==> config.mk <==
export PLATFORM = sky130hd
export DESIGN_NAME = ifetch_axi_master
export DESIGN_NICKNAME = d
export VERILOG_FILES = /design/src/rtl/ifetch_axi_master.sv
export SDC_FILE = /design/constraint.sdc
export NUM_CORES = 1
export LEC_CHECK = 0
export CORE_MARGIN = 5
export CORE_UTILIZATION = 46
export DETAILED_ROUTE_END_ITERATION = 10
export GPL_ROUTABILITY_DRIVEN = 0
export HOLD_SLACK_MARGIN = 0.12
export PLACE_DENSITY = 0.68
export SYNTH_ARGS = -nofsm -noshare
export SYNTH_HDL_FRONTEND = slang
export SYNTH_SLANG_ARGS = --single-unit
==> constraint.sdc <==
create_clock -name clk -period 3.35 [get_ports clk]
set_input_delay 0.5025 -clock clk [delete_from_list [all_inputs] [get_ports clk]]
set_output_delay 0.5025 -clock clk [all_outputs]
set_load 0.1 [all_outputs]
==> src/rtl/ifetch_axi_master.sv <==
// Instruction-fetch AXI read master with a single BURST_LEN-word line buffer.
// Hits are answered combinationally; misses refill the aligned line with one INCR burst.
module ifetch_axi_master #(
  parameter int ID_W      = 4,
  parameter int ADDR_W    = 32,
  parameter int DATA_W    = 32,
  parameter int LEN_W     = 4,
  parameter int BURST_LEN = 4,
  parameter int MASTER_ID = 0
) (
  input  logic              clk,
  input  logic              rst,
  input  logic              if_req,
  input  logic [ADDR_W-1:0] if_addr,
  input  logic              if_flush,
  output logic [DATA_W-1:0] if_inst,
  output logic              if_valid,
  output logic              if_err,
  output logic              if_stall,
  output logic [ID_W-1:0]   ARID,
  output logic [ADDR_W-1:0] ARADDR,
  output logic [LEN_W-1:0]  ARLEN,
  output logic [2:0]        ARSIZE,
  output logic [1:0]        ARBURST,
  output logic              ARVALID,
  input  logic              ARREADY,
  input  logic [ID_W-1:0]   RID,
  input  logic [DATA_W-1:0] RDATA,
  input  logic [1:0]        RRESP,
  input  logic              RLAST,
  input  logic              RVALID,
  output logic              RREADY
);

  localparam int WORD_W = $clog2(BURST_LEN);
  localparam int OFF    = WORD_W + 2;
  localparam int TAG_W  = ADDR_W - OFF;

  typedef enum logic [1:0] {S_IDLE, S_AR, S_R, S_ERR} state_t;

  state_t              r_state;
  state_t              w_next;
  logic                r_line_valid;
  logic [TAG_W-1:0]    r_tag;
  logic [TAG_W-1:0]    r_req_tag;
  logic [WORD_W-1:0]   r_cnt;
  logic                r_err_flag;
  logic                r_flush_pend;
  logic [DATA_W-1:0]   r_buf [BURST_LEN];

  logic [TAG_W-1:0]    w_tag;
  logic [WORD_W-1:0]   w_word;
  logic                w_hit;
  logic                w_miss;
  logic                w_beat;
  logic                w_beat_err;
  logic                w_burst_err;
  logic                w_unused_bits;

  assign w_tag         = if_addr[ADDR_W-1:OFF];
  assign w_word        = if_addr[OFF-1:2];
  assign w_unused_bits = ^{RID, if_addr[1:0]};

  assign w_hit  = if_req & r_line_valid & (w_tag == r_tag) & ~if_flush & (r_state == S_IDLE);
  assign w_miss = if_req & ~w_hit & ~if_flush & (r_state == S_IDLE);

  assign w_beat      = (r_state == S_R) & RVALID;
  assign w_beat_err  = (RRESP != 2'b00);
  // The last beat's own response counts toward the burst error.
  assign w_burst_err = r_err_flag | w_beat_err;

  assign if_valid = w_hit | (r_state == S_ERR);
  assign if_err   = (r_state == S_ERR);
  assign if_inst  = w_hit ? r_buf[w_word] : '0;
  assign if_stall = if_req & ~if_valid;

  assign ARID    = ID_W'(MASTER_ID);
  assign ARADDR  = {r_req_tag, {OFF{1'b0}}};
  assign ARLEN   = LEN_W'(BURST_LEN - 1);
  assign ARSIZE  = 3'b010;
  assign ARBURST = 2'b01;

  always_ff @(posedge clk or negedge rst) begin
    if (!rst) r_state <= S_IDLE;
    else      r_state <= w_next;
  end

  always_comb begin
    w_next  = r_state;
    ARVALID = 1'b0;
    RREADY  = 1'b0;
    case (r_state)
      S_IDLE: if (w_miss) w_next = S_AR;
      S_AR: begin
        ARVALID = 1'b1;
        if (ARREADY) w_next = S_R;
      end
      S_R: begin
        RREADY = 1'b1;
        if (RVALID & RLAST) w_next = w_burst_err ? S_ERR : S_IDLE;
      end
      S_ERR:   w_next = S_IDLE;
      default: w_next = S_IDLE;
    endcase
  end

  always_ff @(posedge clk or negedge rst) begin
    if (!rst) begin
      r_line_valid <= 1'b0;
      r_tag        <= '0;
      r_req_tag    <= '0;
      r_cnt        <= '0;
      r_err_flag   <= 1'b0;
      r_flush_pend <= 1'b0;
      for (int unsigned i = 0; i < BURST_LEN; i++) r_buf[i] <= '0;
    end else begin
      case (r_state)
        S_IDLE: begin
          if (if_flush) r_line_valid <= 1'b0;
          if (w_miss)   r_req_tag    <= w_tag;
        end
        S_AR: begin
          if (if_flush) r_flush_pend <= 1'b1;
          if (ARREADY)  r_cnt        <= '0;
        end
        S_R: begin
          if (if_flush) r_flush_pend <= 1'b1;
          if (w_beat) begin
            r_buf[r_cnt] <= RDATA;
            r_cnt        <= r_cnt + 1'b1;
            if (w_beat_err) r_err_flag <= 1'b1;
            if (RLAST) begin
              r_flush_pend <= 1'b0;
              // A flush landing on the final beat still discards the line.
              if (w_burst_err | r_flush_pend | if_flush) begin
                r_line_valid <= 1'b0;
              end else begin
                r_line_valid <= 1'b1;
                r_tag        <= r_req_tag;
              end
            end
          end
        end
        S_ERR:   r_err_flag <= 1'b0;
        default: ;
      endcase
    end
  end

endmodule

After elaboration in Yosys (flattened, before gate mapping)
Index checks and enable logic that the tools add are counted.
{ "classes": {"addsub": 1, "n_lt_le_gt_ge": 3, "eq_ne": 11, "mux": 29, "n_bitwise": 20, "n_reduce_logical": 13} }
{ "ops": {"columns": ["cell", "n"], "rows": [
  ["bitwise mux 128 bit", 1],
  ["2-to-1 mux 32 bit", 4],
  ["binary-select mux 32 bit (select 2 bit)", 1],
  ["demux 32 bit (select 2 bit)", 1],
  ["== test 28 bit", 1],
  ["2-to-1 mux 2 bit", 6],
  ["inequality test 2 bit (second input constant)", 6],
  ["2-to-1 mux 1 bit", 11],
  ["bitwise AND 1 bit", 10],
  ["AND reduction 3 bit", 3],
  ["case mux 2 bit (4 select lines)", 1],
  ["AND reduction 4 bit", 2],
  ["nonzero test 2 bit", 4],
  [">= comparator 3 bit (second input constant)", 2],
  ["NOT 2 -> 3 bit", 2],
  ["case mux 1 bit (2 select lines)", 3],
  ["== test 2 bit (second input constant)", 2],
  ["NOT 1 bit", 4],
  ["OR 1 bit", 4],
  ["case mux 2 bit (2 select lines)", 1],
  ["AND reduction 2 bit", 2],
  ["less-than comparator 3 x 1 -> 1 bit (second input constant)", 1],
  ["adder 2 x 1 -> 2 bit (second input constant)", 1],
  ["== test 2 x 1 -> 1 bit (second input constant)", 1],
  ["3 further kinds", 3]
]} }
{ "word_totals": {"ff_bits": 191, "out_inout_bits": 82, "word_cells": 88} }

Depth between registers and ports, before layout
{ "logic_depth": {"ltp_word": 10, "depth_mapped": 11, "mapped_depth_nobuf": 8} }

Worst setup path after synthesis
Ideal clock, no wire load.
{ "synth_path": {"path_kind": "register to output", "start": "register r_state[0]", "end": "output port if_inst[0]", "arrival_time_ns": 3.318, "setup_slack_ns": -0.470, "stages_incl_launch_ff": 10, "cell_sequence": "dfrtp_1 inv_1 ha_1 inv_1 nor3_1 nand3_1 or4_1 buf_2 clkbuf_1 nor2b_1"} }
{ "synth_between": {"elab_chain_len": 3} }
{ "synth_lines": {"columns": ["element", "line_no", "rtl"], "rows": [
  ["from (decl)", "41", "state_t r_state;"],
  ["from (signal assigned)", "85", "else r_state <= w_next;"],
  ["zero test 2 bit", "64", "assign w_hit = if_req & r_line_valid & (w_tag == r_tag) & ~if_flush & (r_state == S_IDLE);"],
  ["bitwise AND 1 bit", "64", null],
  ["2-to-1 mux 32 bit", "74", "assign if_inst = w_hit ? r_buf[w_word] : '0;"],
  ["to (decl)", "16", "output logic [DATA_W-1:0] if_inst,"]
]} }
No other way between the ends.

Worst setup path in the final report
{ "layout_path": {"start": "register r_tag[15]", "end": "output port if_inst[24]"} }
{ "layout_between": {"elab_chain_len": 5} }
{ "layout_lines": {"columns": ["element", "line_no", "rtl"], "rows": [
  ["from (decl)", "44", "logic [TAG_W-1:0] r_tag;"],
  ["from (signal assigned)", "139", "r_tag <= r_req_tag;"],
  ["== test 28 bit", "64", null],
  ["bitwise AND 1 bit (3 in series)", "64", null],
  ["2-to-1 mux 32 bit", "74", null]
]} }
No other way between the ends.

==> flow_summary_export.csv <==
group,metric,value,unit
placement,dpl.hpwl,13.2,mm
clock_tree,cts_sinks,191,
setup_path,path_class,"reg2out",
route,viasPerCell,5.18,
synth,yosys_most_used_dff,"dfrtp_1",
placement,io_buffers,135,
synth,ys_seq_area_frac,0.541,
timing,maxSlewViolCount,0,
setup_path,r2r_slack,0.48,ns
clock_tree,numCtsBuffers,17,
timing,setup_tns,-1.34,ns
timing,slew_headroom,0.317,
setup_path,worstPathCellList,"xnor2_1, nand4_1, or4_4, or4_4, buf_12, buf_16, and2b_2, buf_12",
synth,ys_warn_count,0,
placement,pre_cts_ws,-0.244,ns
power_and_ir_drop,leakage,5.38,nW
setup_path,worstPathArrival,2.97,ns
placement,placed_area,0.0109,mm^2
clock_tree,cts_tree,"yes",
synth,synth_area_per_cell,15.0,um^2
synth,ys_ff_latch,191,
final_layout,drive_gt1_frac,0.476,
synth,synth-edff-count,0,
die,initial_core_util,0.469,
route,totalWireLength,19.7,mm
route,drc_errors,0,
synth,ys_types,37,
worst_hold_path,hold_class,"in2async",
placement,dp.cells,972,
global_route,grt_max_degree,91,
power_and_ir_drop,power,9.40,mW
timing,whs,0.137,ns
die,placementRows,50,
synth,synthArstFlopShare,1.00,
timing,setup_viol,25,
setup_path,cp_slowest_cell,"or4_4",
die,core_area,0.0188,mm^2
setup_path,cp-end-kind,"output port",
global_route,grt_pass1_wl,31.9,mm
synth,synth.most_common_cell,"dfrtp_1",
setup_path,critPathMaxFanout,5,
run_status,violations,"setup timing",
global_route,first_global_vias,6099,
clock_tree,cts-root-buf,"clkbuf_16",
setup_path,worstSetupStartpointType,"flop",
die,die_area,0.0221,mm^2
final_layout,fin_nets,822,
final_layout,final_cell_count_no_fill,1010,
route,ant_nets,0,
final_layout,design_area,0.0118,mm^2
synth,synth.top_cell.area_share,0.541,
synth,syn_area,0.00884,mm^2
route,detail_route.first_pass.iterations,4,
timing,finalHoldViolations,0,
final_layout,diodes,0,
setup_path,r2r-start,"r_tag[15]",
setup_path,cp.required,2.85,ns
timing,min_period,3.47,ns
route,vias,5236,
synth,synth_top_area_cell,"dfrtp_1",
clock_tree,postCtsHoldBufs,0,
global_route,grt_usage,0.185,
timing,fin_crit_sh,1.04,
flow_run,cap_violations,0,
die,die_y,149,um
timing,fmax,288,MHz
clock_tree,htreeDepth,4,
synth,synth_area_leaders,"dfrtp_1, mux2_2, mux4_2",
synth,synth_cells,589,
setup_path,regToRegEndpoint,"r_req_tag[22]",
global_route,antenna_found_initial,1,
setup_path,worst_path_largest_cell_delay,0.58,ns
timing,worstMarginPinSlew,1.02,ns
timing,setup_slack,-0.120,ns
clock_tree,clk_latency,0.42,ns
power_and_ir_drop,powerDensity,800,mW/mm^2
die,die_w,149,um
final_layout,fill_cells,1397,
power_and_ir_drop,vdd_drop_max,0.000885,V
synth,netlist_top_cells_count,"dfrtp_1, mux2_2, mux4_2",
final_layout,final_util,0.624,
route,drt_iter0_drc,174,
clock_tree,clockBufferDepth,2,
final_layout,area_growth,33.0,%
die,io_pins,159,
global_route,grt-ovfl-total,0,
route,post_drt_wl_per_cell,19.5,um
timing,rsz0062_at_grt,"true",
run_status,status,"finished with violations",
clock_tree,clk_pin_slew,0.07,ns
setup_path,rr_worst_depth,7,
timing,skew,0.00540,ns
[how the worst max path moves through the flow]
stage	startpoint	end	slack, ns	cells after the start
after floorplan	r_state[0]	if_inst[0]	-0.47	9
after global placement	if_addr[26]	if_stall	-0.22	9
after detailed placement	if_addr[11]	if_inst[6]	-0.24	8
after CTS	r_tag[18]	if_inst[23]	-0.13	8
after global routing	r_tag[15]	if_inst[15]	-0.22	8
final	r_tag[15]	if_inst[24]	-0.12	8
[where the power goes]
part           leakage [nW]  switching, mW  internal (mW)
logic                  2.59           2.26           1.54
clock network         0.292          0.870           1.17
registers              2.49          0.467           3.10
[critical path: cells and delay by family, from the launching register on]
family	cells	cell delay, ns
xor+xnor	1	0.17
buf+inv	3	0.48
flops	1	0.39
simple gates	4	1.49
[sequential cells by signal, summed over array words and instances (netlist names)]
register      count
r_state           2
r_buf           128
r_cnt             2
r_flush_pend      1
r_req_tag        28
r_tag            28
r_line_valid      1
r_err_flag        1
[logic make-up after synthesis]
family / count (synthesis) / share of synthesized area
AND/OR/NAND/NOR: 67 / 0.0438
XOR/XNOR: 28 / 0.0278
other: 2 / 0.000850
flip-flops: 191 / 0.541
multiplexers: 216 / 0.325
AO/OA/AOI/OAI: 20 / 0.0147
adder cells (fa/ha/maj): 8 / 0.0113
buffers and inverters: 57 / 0.0361
[layer usage]
metal / GRT usage / share of wire
met1: 0.234 / 0.42
met2: 0.313 / 0.51
met3: 0.0509 / 0.052
met4: 0.0536 / 0.014
met5: 0 / 0.00056
[repair_timing]
action                                  in CTS  in global routing
pin swaps                                    0                 10
gates cloned                                 3                  0
buffers inserted                             2                  2
endpoints found under the setup margin      34                 34
resized for setup                           55                 15
[layout make-up]
class                           count  area [um^2]  area share
Inverter                            9         33.8     0.00287
Sequential cell                   191         4780       0.407
Clock buffer                       21          470      0.0400
Clock inverter                     11          131      0.0112
Timing Repair Buffer              162         2030       0.173
Tap cell                          260          325      0.0277
Multi-Input combinational cell    356         3980       0.339
[placed cells by master, fill, tap and decap left out, drive strengths merged, types with 8 or more instances in the layout]
cell type,synthesis,final
clkbuf,17,22
buf,31,67
nand2,11,11
mux2,184,184
clkdlybuf4s50,0,80
ha,8,8
xor2,15,15
conb,2,17
inv,9,11
nor2b,31,31
dfrtp,191,191
xnor2,13,13
mux4,32,32
dlygate4sd2,0,12
Power figures use the tool's default switching activity.
